===== src/rtl/apb_timer_pkg.sv =====
// apb_timer shared definitions: register offsets, control/status bit positions, default ID.
// Pure constants, no logic; imported by apb_timer and apb_timer_prescaler.
package apb_timer_pkg;

    localparam logic [11:0] OFF_CTRL     = 12'h000;
    localparam logic [11:0] OFF_LOAD     = 12'h004;
    localparam logic [11:0] OFF_VALUE    = 12'h008;
    localparam logic [11:0] OFF_PRESCALE = 12'h00C;
    localparam logic [11:0] OFF_STATUS   = 12'h010;
    localparam logic [11:0] OFF_ID       = 12'h014;

    // Word index within the 32-byte register window, as latched from paddr[4:2].
    localparam logic [2:0] IDX_CTRL     = OFF_CTRL[4:2];
    localparam logic [2:0] IDX_LOAD     = OFF_LOAD[4:2];
    localparam logic [2:0] IDX_VALUE    = OFF_VALUE[4:2];
    localparam logic [2:0] IDX_PRESCALE = OFF_PRESCALE[4:2];
    localparam logic [2:0] IDX_STATUS   = OFF_STATUS[4:2];
    localparam logic [2:0] IDX_ID       = OFF_ID[4:2];

    localparam int CTRL_W        = 3;
    localparam int CTRL_EN       = 0;
    localparam int CTRL_PERIODIC = 1;
    localparam int CTRL_IRQ_EN   = 2;

    localparam int STATUS_IF = 0;

    localparam logic [31:0] DEFAULT_ID = 32'h5449_4D52;

endpackage


===== src/rtl/apb_timer_prescaler.sv =====
// Purpose: divides hclk by (presc+1), emitting a one-cycle tick while enabled.
// Latency: tick is combinational from the count; clr zeroes the count at the next edge.
// Backpressure: none; counts every enabled cycle.
module apb_timer_prescaler
    import apb_timer_pkg::*;
#(
    parameter int PRESC_W = 16
) (
    input  logic               hclk,
    input  logic               hresetn,
    input  logic               en,
    input  logic               clr,
    input  logic [PRESC_W-1:0] presc,
    output logic               tick
);

    logic [PRESC_W-1:0] pcnt;

    assign tick = en && (pcnt == presc);

    always_ff @(posedge hclk or negedge hresetn) begin
        if (!hresetn) begin
            pcnt <= '0;
        end else if (clr) begin
            pcnt <= '0;
        end else if (en) begin
            pcnt <= tick ? '0 : pcnt + PRESC_W'(1);
        end
    end

endmodule


===== src/rtl/apb_timer.sv =====
// Purpose: zero-wait APB 32-bit down-counting timer, prescaler, one-shot/periodic, level irq.
// Latency: prdata registered at end of setup; writes commit at end of access; irq one cycle after IF.
// Backpressure: none (no pready). Optional pslverr output when APB_TIMER_PSLVERR_EN is defined.
module apb_timer
    import apb_timer_pkg::*;
#(
    parameter logic [31:0] BASE_ADDR = 32'h0000_0000,
    parameter logic [31:0] ID_VALUE  = DEFAULT_ID,
    parameter int          PRESC_W   = 16
) (
    input  logic        hclk,
    input  logic        hresetn,
    input  logic        psel,
    input  logic        penable,
    input  logic        pwrite,
    input  logic [31:0] paddr,
    input  logic [31:0] pwdata,
    output logic [31:0] prdata,
    output logic        irq
`ifdef APB_TIMER_PSLVERR_EN
    ,
    output logic        pslverr
`endif
);

    logic               pend;
    logic [2:0]         idx_q;
    logic               wr_q;
    logic               hit_q;
    logic [31:0]        wdata_q;

    logic [CTRL_W-1:0]  ctrl;
    logic [31:0]        load;
    logic [31:0]        value;
    logic [PRESC_W-1:0] presc;
    logic               if_flag;

    logic               tick;
    logic               eff_tick;
    logic               expire;
    logic               presc_clr;
    logic [31:0]        rd_mux;

    // Address, data and direction are only valid in setup, so decode happens there.
    logic       setup;
    logic       access;
    logic       hit_now;
    logic [2:0] idx_now;
    logic       mapped_now;

    assign setup      = psel && !penable;
    assign access     = penable && pend;
    assign hit_now    = (paddr[31:12] == BASE_ADDR[31:12]) && (paddr[11:5] == 7'd0);
    assign idx_now    = paddr[4:2];
    assign mapped_now = (idx_now <= IDX_ID);

    logic unused_addr_bits;
    assign unused_addr_bits = ^paddr[1:0];

    logic wr_commit, wr_ctrl, wr_load, wr_presc, wr_status, en_rise;

    assign wr_commit = access && wr_q && hit_q;
    assign wr_ctrl   = wr_commit && (idx_q == IDX_CTRL);
    assign wr_load   = wr_commit && (idx_q == IDX_LOAD);
    assign wr_presc  = wr_commit && (idx_q == IDX_PRESCALE);
    assign wr_status = wr_commit && (idx_q == IDX_STATUS);
    assign en_rise   = wr_ctrl && wdata_q[CTRL_EN] && !ctrl[CTRL_EN];

    assign presc_clr = en_rise || wr_load;
    // A LOAD write in the same cycle discards the tick.
    assign eff_tick  = tick && !wr_load;
    assign expire    = eff_tick && (value == 32'd0);

    apb_timer_prescaler #(
        .PRESC_W (PRESC_W)
    ) u_prescaler (
        .hclk    (hclk),
        .hresetn (hresetn),
        .en      (ctrl[CTRL_EN]),
        .clr     (presc_clr),
        .presc   (presc),
        .tick    (tick)
    );

    always_comb begin
        rd_mux = '0;
        if (hit_now) begin
            case (idx_now)
                IDX_CTRL:     rd_mux = {{(32-CTRL_W){1'b0}}, ctrl};
                IDX_LOAD:     rd_mux = load;
                IDX_VALUE:    rd_mux = value;
                IDX_PRESCALE: rd_mux[PRESC_W-1:0] = presc;
                IDX_STATUS:   rd_mux[STATUS_IF] = if_flag;
                IDX_ID:       rd_mux = ID_VALUE;
                default:      ;
            endcase
        end
    end

    always_ff @(posedge hclk or negedge hresetn) begin
        if (!hresetn) begin
            pend    <= 1'b0;
            idx_q   <= '0;
            wr_q    <= 1'b0;
            hit_q   <= 1'b0;
            wdata_q <= '0;
            prdata  <= '0;
        end else begin
            if (setup) begin
                pend    <= 1'b1;
                idx_q   <= idx_now;
                wr_q    <= pwrite;
                hit_q   <= hit_now;
                wdata_q <= pwdata;
            end else if (access) begin
                pend <= 1'b0;
            end
            prdata <= (setup && !pwrite) ? rd_mux : 32'd0;
        end
    end

`ifdef APB_TIMER_PSLVERR_EN
    logic err_now;
    assign err_now = !hit_now || !mapped_now ||
                     (pwrite && ((idx_now == IDX_VALUE) || (idx_now == IDX_ID)));

    always_ff @(posedge hclk or negedge hresetn) begin
        if (!hresetn) begin
            pslverr <= 1'b0;
        end else begin
            pslverr <= setup && err_now;
        end
    end
`else
    logic unused_mapped;
    assign unused_mapped = mapped_now;
`endif

    always_ff @(posedge hclk or negedge hresetn) begin
        if (!hresetn) begin
            ctrl    <= '0;
            load    <= '0;
            value   <= '0;
            presc   <= '0;
            if_flag <= 1'b0;
            irq     <= 1'b0;
        end else begin
            if (wr_ctrl) begin
                ctrl <= wdata_q[CTRL_W-1:0];
            end else if (expire && !ctrl[CTRL_PERIODIC]) begin
                ctrl[CTRL_EN] <= 1'b0;
            end

            if (wr_load) begin
                load <= wdata_q;
            end

            if (wr_load) begin
                value <= wdata_q;
            end else if (eff_tick) begin
                if (value != 32'd0) begin
                    value <= value - 32'd1;
                end else if (ctrl[CTRL_PERIODIC]) begin
                    value <= load;
                end
            end

            if (wr_presc) begin
                presc <= wdata_q[PRESC_W-1:0];
            end

            if (expire) begin
                if_flag <= 1'b1;
            end else if (wr_status && wdata_q[STATUS_IF]) begin
                if_flag <= 1'b0;
            end

            irq <= if_flag && ctrl[CTRL_IRQ_EN];
        end
    end

endmodule


===== config.mk =====
export PLATFORM = sky130hd
export DESIGN_NAME = apb_timer
export DESIGN_NICKNAME = d
export VERILOG_FILES = /design/src/rtl/apb_timer_pkg.sv /design/src/rtl/apb_timer_prescaler.sv /design/src/rtl/apb_timer.sv
export SDC_FILE = /design/constraint.sdc
export NUM_CORES = 1
export LEC_CHECK = 0
export ABC_AREA = 1
export BUFFER_PORTS_ARGS = -buffer_cell sky130_fd_sc_hd__buf_2
export CAP_MARGIN = 20
export CORE_ASPECT_RATIO = 0.6
export CORE_MARGIN = 2
export CORE_UTILIZATION = 30
export CTS_CLUSTER_SIZE = 12
export DETAILED_ROUTE_END_ITERATION = 16
export PLACE_DENSITY = 0.51
export SYNTH_ARGS = -nofsm -noshare
export SYNTH_HDL_FRONTEND = slang
export SYNTH_HIERARCHICAL = 1
export SYNTH_SLANG_ARGS = --single-unit
export TNS_END_PERCENT = 30

===== constraint.sdc =====
create_clock -name hclk -period 1.9 [get_ports hclk]
set_clock_uncertainty 0.2 [all_clocks]
set_input_delay 0.19 -clock hclk [delete_from_list [all_inputs] [get_ports hclk]]
set_output_delay 0.19 -clock hclk [all_outputs]
set_load 0.05 [all_outputs]

# == Word level (Yosys, flattened, before mapping) ==
# Index checks and enable logic that the tools add are counted.
# totals
ff_bits,171
latchBits,0
ramBits,0
romBits,0
output_inout_bits,33
n_memories,0
# classes
add_sub_neg,2
mul,0
div_mod_pow,0
magnitude_cmp,0
n_eq_ne,9
shifts,0
n_mux,18
bitwise_logic,0
n_reduce_logical,37
# ops
op,count
$mux W32,6
$pmux W15 S5,1
$mux W16,3
$pmux W16 S3,1
$logic_not A32 Y1,1
$reduce_bool A32 Y1,1
$sub A32 B1 Y32 const B,1
$logic_not A20 Y1,1
$logic_and A1 B1 Y1,18
$add A16 B1 Y16 const B,1
$eq A16 B16 Y1,1
$reduce_bool A2 Y1,5
$eq A3 B2 Y1 const B,3
$eq A3 B3 Y1 const B,3
$logic_not A7 Y1,1
$eq A3 B1 Y1 const B,2
$logic_not A3 Y1,2
$mux W1,6
$logic_not A1 Y1,5
$pmux W1 S5,1
$reduce_bool A3 Y1,1
$reduce_and A2 Y1,1
$logic_or A1 B1 Y1,1

# == Logic depth before layout (Yosys ltp) ==
# Gate-level depths: netlist (run 1).
# depth
word_depth,10
mapped_depth,13
mapped_depth_nobuf,12

# == By module ==
# The synthesis (run 1) kept the hierarchy.
# by_module_without_submodules
module,instances,cells_each,area_each_um2
apb_timer,1,1007,7758.7
apb_timer_prescaler,1,219,1317.5

# == Least setup slack after synthesis (run 1) ==
# OpenSTA, ideal clock, no wires.
# synth_path
path_kind,reg-to-reg
start,register pend
end,register u_prescaler.pcnt[7]
setup_time_ns,0.120
t_arrival_ns,1.748
required_time_ns,1.580
setup_slack_ns,-0.168
stages_incl_launch_ff,12
path_buffers,1
period_less_slack_ns,2.068
path_cell_list,dfrtp_1 nand2_1 nor2_2 nand2_1 nor2_1 nand2_1 o21ai_0 nor2_1 clkbuf_1 nor2_1 xor2_1 nor2_1
# synth_between
elab_chain_cells,8
word_cells_on_any_way,10
# synth_rtl
element,line_no,source
"start, declared",apb_timer.sv:26,logic pend;
"start signal, assigned",apb_timer.sv:102,pend <= 1'b0;
"start signal, assigned",apb_timer.sv:110,pend <= 1'b1;
"start signal, assigned",apb_timer.sv:116,pend <= 1'b0;
$logic_and A1 B1 Y1 *,apb_timer.sv:52,assign access = penable && pend;
$logic_and A1 B1 Y1 * (2 in series),apb_timer.sv:62,assign wr_commit = access && wr_q && hit_q;
$logic_and A1 B1 Y1,apb_timer.sv:63,assign wr_ctrl = wr_commit && (idx_q == IDX_CTRL);
$logic_and A1 B1 Y1 (2 in series),apb_timer.sv:67,assign en_rise = wr_ctrl && wdata_q[CTRL_EN] && !ctrl[CTRL_EN];
$logic_or A1 B1 Y1 *,apb_timer.sv:69,assign presc_clr = en_rise || wr_load;
net presc_clr,apb_timer.sv:41,logic presc_clr;
$mux W16 / $reduce_bool A2 Y1 (equally long branches),n/a,
"end signal, assigned",apb_timer_prescaler.sv:27,pcnt <= tick ? '0 : pcnt + PRESC_W'(1);
"end, declared",apb_timer_prescaler.sv:17,logic [PRESC_W-1:0] pcnt;
# The timed path passes the listed nets; every way through them passes the cells marked *.
# A chain may end at the register's enable or synchronous reset.

# == Final worst setup path (run 1) ==
# layout_path
start,register value[20]
end,register value[27]
# layout_between
elab_chain_cells,4
word_cells_on_any_way,7
# layout_rtl
element,line_no,source
"start, declared",apb_timer.sv:34,logic [31:0] value;
"start signal, assigned",apb_timer.sv:159,value <= wdata_q;
"start signal, assigned",apb_timer.sv:162,value <= value - 32'd1;
"start signal, assigned",apb_timer.sv:164,value <= load;
$sub A32 B1 Y32 / $reduce_bool A32 Y1 (equally long branches),"apb_timer.sv:162, apb_timer.sv:161",
$mux W32,apb_timer.sv:161,if (value != 32'd0) begin
$mux W32,apb_timer.sv:160,end else if (eff_tick) begin
$mux W32,apb_timer.sv:158,if (wr_load) begin
# Parallel ways exist; a longest one is shown, timed or not. The select of a mux whose other input is x is not followed.

==> results.py, run 1 <==
metrics = {
    "placed_design": {
        "place.gp.congestion": 0.923,
        "io_buffers": 99,
        "hpwlAfterDp_um": 23500,
        "place_ws_ns": -0.271,
        "dp.cells": 1872,
    },
    "cts": {
        "cts_buffers": 17,
        "cts_root_buffer": "clkbuf_16",
        "clk_latency_ns": 0.46,
        "clk_pin_slew_worst_paths_ns": 0.07,
        "cts_tree": "built",
        "clock-sinks": 171,
        "htree_levels": 4,
        "cts_buffer_depth": 2,
    },
    "die": {
        "fp.dieH_um": 139,
        "die_area_mm2": 0.0317,
        "start_util_pct": 30.4,
        "rows": 49,
        "core-area_mm2": 0.0299,
        "die_width_um": 229,
        "io_pins": 102,
    },
    "synth": {
        "synthCells": 1226,
        "synth_cell_type_count": 37,
        "synth_seq_cells": 171,
        "seq_area_frac_synth_pct": 47.1,
        "syn-cell-area_mm2": 0.00908,
        "synthesis.nets": 1298,
        "synth_warnings": 6,
        "syn_avg_cell_area_um2": 7.40,
    },
    "routing": {
        "drt_pre_antenna_iters": 5,
        "drt_iter0_drc": 942,
        "routed_via_density": 4.68,
        "vias": 9131,
        "wire_per_inst_um": 16.1,
        "ant_nets": 0,
        "drc": 0,
        "routed_wirelength_um": 31400,
    },
    "timing": {
        "fin_crit_sh_pct": 110,
        "tightest_slew_ns": 0.525,
        "drv_slew": 0,
        "fmax_mhz": 478,
        "grt_setup_unrepaired": "true",
        "fin_crit_ns": 2.09,
        "slew_headroom_pct": 65.0,
        "setup_violations": 41,
        "hold_violations": 0,
        "worst_slack_ns": -0.191,
    },
    "setup_path": {
        "cp.arrival_ns": 2.29,
        "worst_setup_path_start_kind": "flop",
        "worst-path-max-fanout": 10,
        "cp-end-kind": "flop",
        "criticalPathCategory": "reg2reg",
        "crit_required_ns": 2.10,
    },
    "power": {
        "power_density_mw_per_mm2": 628,
        "ir_drop_uv": 359,
        "p_leak_nw": 6.33,
    },
    "global_route": {
        "grt_pass1_vias": 8699,
        "grt_pass1_wl_um": 49500,
        "grt_max_degree": 73,
        "grt_antenna_before_repair": 0,
        "overflow": 0,
        "track_usage_pct": 20.2,
    },
    "cells_and_area": {
        "stdcell_count": 1953,
        "final_nets": 1604,
        "syn_to_final_growth_pct": 41.0,
        "drive_gt1_share_pct": 27.7,
        "antenna_cells": 0,
    },
    "hold_path": {
        "hold_path.class": "in2reg",
    },
    "outcome": {
        "failed_checks": "setup timing",
        "status": "finished, violations left",
    },
    "run": {
        "drv_cap": 0,
    },
}
-- worst max-delay path, stage by stage, from the launching register on --
cell and delay (ns):
dfrtp_1 0.40, nor2_1 0.23, nand2_1 0.11, nor2_1 0.17
nand2_1 0.11, nor2_4 0.22, nand2_2 0.13, nand2_8 0.15
buf_16 0.17, a21oi_1 0.07, nand2_1 0.07
-- kinds of logic after synthesis --
group           Yosys count  share of synthesized area [%]
buf+inv                 195                           8.67
compound gates          201                           12.6
xor+xnor                 15                           1.45
simple gates            641                           29.7
fa+ha+maj                 3                          0.414
flops                   171                           47.1
-- worst paths after layout --
check / from / to / slack [ns] / cells after the start
max: value[20] / value[27] / -0.19 / 10
min: paddr[8] / hit_q / 0.02 / 7
max reg2reg: value[20] / value[27] / -0.19 / 10
min reg2reg: wdata_q[1] / ctrl[1] / 0.29 / 2
max in group asynchronous: hresetn / wdata_q[17] / 0.86 / 3
min in group asynchronous: hresetn / prdata[12] / 0.03 / 2
-- cell usage after synthesis, drive strengths merged --
cell type  instances  area (um2)
nor3b              1        7.51
and3               1        6.26
o22ai             18         113
xor2              13         114
nand3             65         343
a211oi             3        22.5
nand3b             3        22.5
nand2            328        1260
nor2             214         871
nor3              11        71.3
xnor2              2        17.5
buf               20         129
o21ai             96         480
clkinv             2        8.75
nor4               4        25.0
dfrtp            171        4280
o21bai            25         188
nand4             14        87.6
inv              156         586
ha                 3        37.5
a21oi             46         230
a21boi             1        7.51
a221oi            12         105
clkbuf            17        63.8
-- report_power, final --
part           internal, W  total [W]  switching (W)
sequential         0.00374    0.00377      0.0000311
clock              0.00210    0.00369        0.00159
combinational     0.000234   0.000583       0.000349
-- cells in the final DEF, fill, tap and decap left out, drive strengths merged, types with 20 or more instances in the layout --
cell	synthesis	layout
dfrtp	171	171
o21ai	96	96
dlygate4sd3	0	40
nand3	65	65
nand2	328	328
o21bai	25	25
a21oi	46	46
buf	20	282
nor2	214	214
clkbuf	17	20
inv	156	158
-- metrics by stage --
| step | setup TNS, ns | hold slack (ns) | utilization (%) | cell area, um2 | total power [W] |
|---|---|---|---|---|---|
| 2_1_floorplan | -0.00680 | -0.306 | - | 9080 | 0.00404 |
| 3_3_place_gp | -8.46 | -0.0652 | 38.1 | 11400 | 0.00435 |
| 3_5_place_dp | -9.80 | -0.0684 | 38.1 | 11400 | 0.00436 |
| 4_1_cts | -4.60 | 0.0185 | 42.0 | 12500 | 0.00814 |
| 5_1_grt | -11.88 | 0.0675 | 42.9 | 12800 | 0.00838 |
| 6_report | -5.57 | 0.0246 | 42.9 | 12800 | 0.00804 |
-- cell type report --
| class | count | area [um2] |
|---|---|---|
| clock buffers | 18 | 439 |
| clock inverters | 14 | 170 |
| fillers | 3068 | 17100 |
| inverters | 158 | 599 |
| multi-input cells | 860 | 4290 |
| flip-flops and latches | 171 | 4280 |
| well taps | 408 | 510 |
| repair buffers | 324 | 2520 |
-- state kept, by name, indices dropped and copies added, names as in the netlist --
signal and flops:
load 32, prdata 32, value 32, wdata_q 32, presc 16, u_prescaler/pcnt 16, ctrl 3, idx_q 3
hit_q 1, if_flag 1, irq 1, pend 1, wr_q 1
-- per-layer routing --
layer	up-vias	part of all wire, %	global-route usage, %
li1	4520	-	-
met1	4329	54	33.1
met2	264	37	26.0
met3	18	7.5	4.91
met4	0	0.75	3.85
met5	-	0	0
-- what timing repair did --
| action | in CTS | in global routing |
|---|---|---|
| gates cloned | 1 | 2 |
| resized for setup | 38 | 54 |
| endpoints found under the hold margin | 210 | 0 |
| setup buffers | 1 | 5 |
| pin swaps | 3 | 14 |
| hold buffers | 40 | 0 |
| setup endpoints to repair | 50 | 73 |
(Power assumes the default switching activity.)
==> inputs of run 2 (changes only) <==
SKIP_LAST_GASP = 1   (was default)
==> run 2 against run 1 <==
  * The flow still finishes with violations (setup timing)
  * Total power hardly changed
  * First-iteration DRC count is 6.5% lower
  * Sequential share of layout area is 0.13 points lower
  * Critical endpoint is now value[17]
  * Clock power hardly changed
  * Cell area is 0.41% higher
  * Worst setup slack worse by 0.0074 ns
  * Hold slack better by 0.0022 ns
  * Largest power group unchanged
  * Via count is 0.38% higher
  * Flip-flop and latch count stayed put
  * Non-clock buffer count is 2 higher
  * Utilization is 0.18 points higher
  * Global-route usage is 0.080 points lower
==> results.py, run 2 (same netlist as run 1, synthesis figures left out) <==
metrics = {
    "outcome": {
        "status": "finished, violations left",
        "failed_checks": "setup timing",
    },
    "die": {
        "io_pins": 102,
        "die_width_um": 229,
        "core-area_mm2": 0.0299,
        "die_area_mm2": 0.0317,
        "rows": 49,
        "fp.dieH_um": 139,
        "start_util_pct": 30.4,
    },
    "cells_and_area": {
        "final_nets": 1606,
        "final_cell_mix": "296 x nand2_1, 176 x nor2_1, 170 x dfrtp_1, 169 x buf_4, 145 x inv_1",
        "drive_gt1_share_pct": 27.8,
        "syn_to_final_growth_pct": 41.6,
        "layout_commonest_cell": "nand2_1",
        "antenna_cells": 0,
        "fillers": 3070,
        "stdcell_count": 1955,
    },
    "setup_path": {
        "worst_setup_path_start_kind": "flop",
        "crit_required_ns": 2.09,
        "worst-path-max-fanout": 10,
        "cp-end-kind": "flop",
        "max_stage_delay_ns": 0.40,
        "crit_path_cell_trace": "nor2_1 -> nand2_1 -> nor2_1 -> nand2_1 -> nor2_4 -> nand2_2 -> nand2_8 -> buf_16 -> a21oi_1 -> nand2_1",
        "cp.arrival_ns": 2.29,
        "path_common_cell": "nand2_1",
        "critical_path.slowest_cell": "dfrtp_1",
        "cpLargestDelayFamily": "simple AND/OR/NAND/NOR gates",
        "path_buf_inv": 1,
        "criticalPathCategory": "reg2reg",
    },
    "power": {
        "total_power_w": 0.00804,
        "ir_drop_uv": 495,
        "p_leak_nw": 6.35,
        "power_density_mw_per_mm2": 626,
    },
    "routing": {
        "drt_iter0_drc": 881,
        "wire_per_inst_um": 16.2,
        "drc": 0,
        "drt_pre_antenna_iters": 8,
        "routed_wirelength_um": 31700,
        "routed_via_density": 4.69,
        "ant_nets": 0,
        "vias": 9166,
    },
    "cts": {
        "clk_latency_ns": 0.46,
        "cts_root_buffer": "clkbuf_16",
        "htree_levels": 4,
        "cts_buffers": 17,
        "cts_tree": "built",
        "clk_pin_slew_worst_paths_ns": 0.07,
        "clock-sinks": 171,
        "cts_buffer_depth": 2,
    },
    "placed_design": {
        "dp.cells": 1872,
        "place_ws_ns": -0.271,
        "place.gp.congestion": 0.923,
        "io_buffers": 99,
        "hpwlAfterDp_um": 23500,
    },
    "timing": {
        "setup_violations": 43,
        "hold_violations": 0,
        "worst_slack_ns": -0.199,
        "fin_crit_sh_pct": 110,
        "tns_ns": -6.22,
        "grt_setup_unrepaired": "true",
        "drv_slew": 0,
        "fin_crit_ns": 2.10,
        "tightest_slew_ns": 0.515,
        "slew_headroom_pct": 65.6,
        "holdWs_ns": 0.0268,
        "fmax_mhz": 477,
    },
    "global_route": {
        "grt_pass1_vias": 8660,
        "grt_pass1_wl_um": 49300,
        "track_usage_pct": 20.1,
        "grt_max_degree": 73,
        "overflow": 0,
        "grt_antenna_before_repair": 0,
    },
    "hold_path": {
        "hold_path.class": "in2async",
    },
    "run": {
        "drv_cap": 0,
    },
}
==> run 2: changes by cell type in the layout (fill, tap and decap cells not counted), sizes merged <==
| cell | change |
|---|---|
| clkbuf | +1 |
| buf | +1 |
==> run 2: metal layers <==
metal  global-route usage (%)  routed length [um]
met1                     33.0               17300
met2                     25.8               11800
met3                     4.89                2290
met4                     3.85                 312
met5                        0                   0
==> run 2: timing repair <==
item	in CTS	in global routing
endpoints found under the setup margin	50	72
setup buffers	1	6
hold buffers	40	0
endpoints found under the hold margin	210	0
gates resized for setup	14	85
cloned	1	3
pin swaps	1	22
==> run 2: power by group <==
group	total [W]	switching (W)	internal, W
Sequential	0.00377	0.0000297	0.00374
Combinational	0.000581	0.000348	0.000233
Clock	0.00369	0.00159	0.00210
Total	0.00804	0.00197	0.00608
==> run 2: path summary, 6_finish.rpt <==
check                      slack, ns  cells after the start          end        from
max reg2reg                    -0.20                     10    value[17]   value[20]
max in group asynchronous       0.85                      3  wdata_q[17]     hresetn
min reg2reg                     0.29                      2      ctrl[1]  wdata_q[1]
min in group hclk               0.03                      7        hit_q    paddr[8]
min                             0.03                      2   prdata[12]     hresetn
max                            -0.20                     10    value[17]   value[20]
==> run 2: layout make-up <==
type | count | area, um2 | share of cell area, %
multi-input combinational | 860 | 4300 | 33.5
clock buffer | 18 | 439 | 3.42
tap | 408 | 510 | 3.97
inverter | 158 | 604 | 4.70
timing repair buffer | 326 | 2540 | 19.8
sequential | 171 | 4280 | 33.3
clock inverter | 14 | 170 | 1.32
==> run 2: per-stage QoR <==
stage	instance area [um2]	utilization, %
global placement	11400	38.1
floorplan	9080	-
finish	12900	43.0
CTS	12500	41.8
global route	12900	43.0
detailed placement	11400	38.1
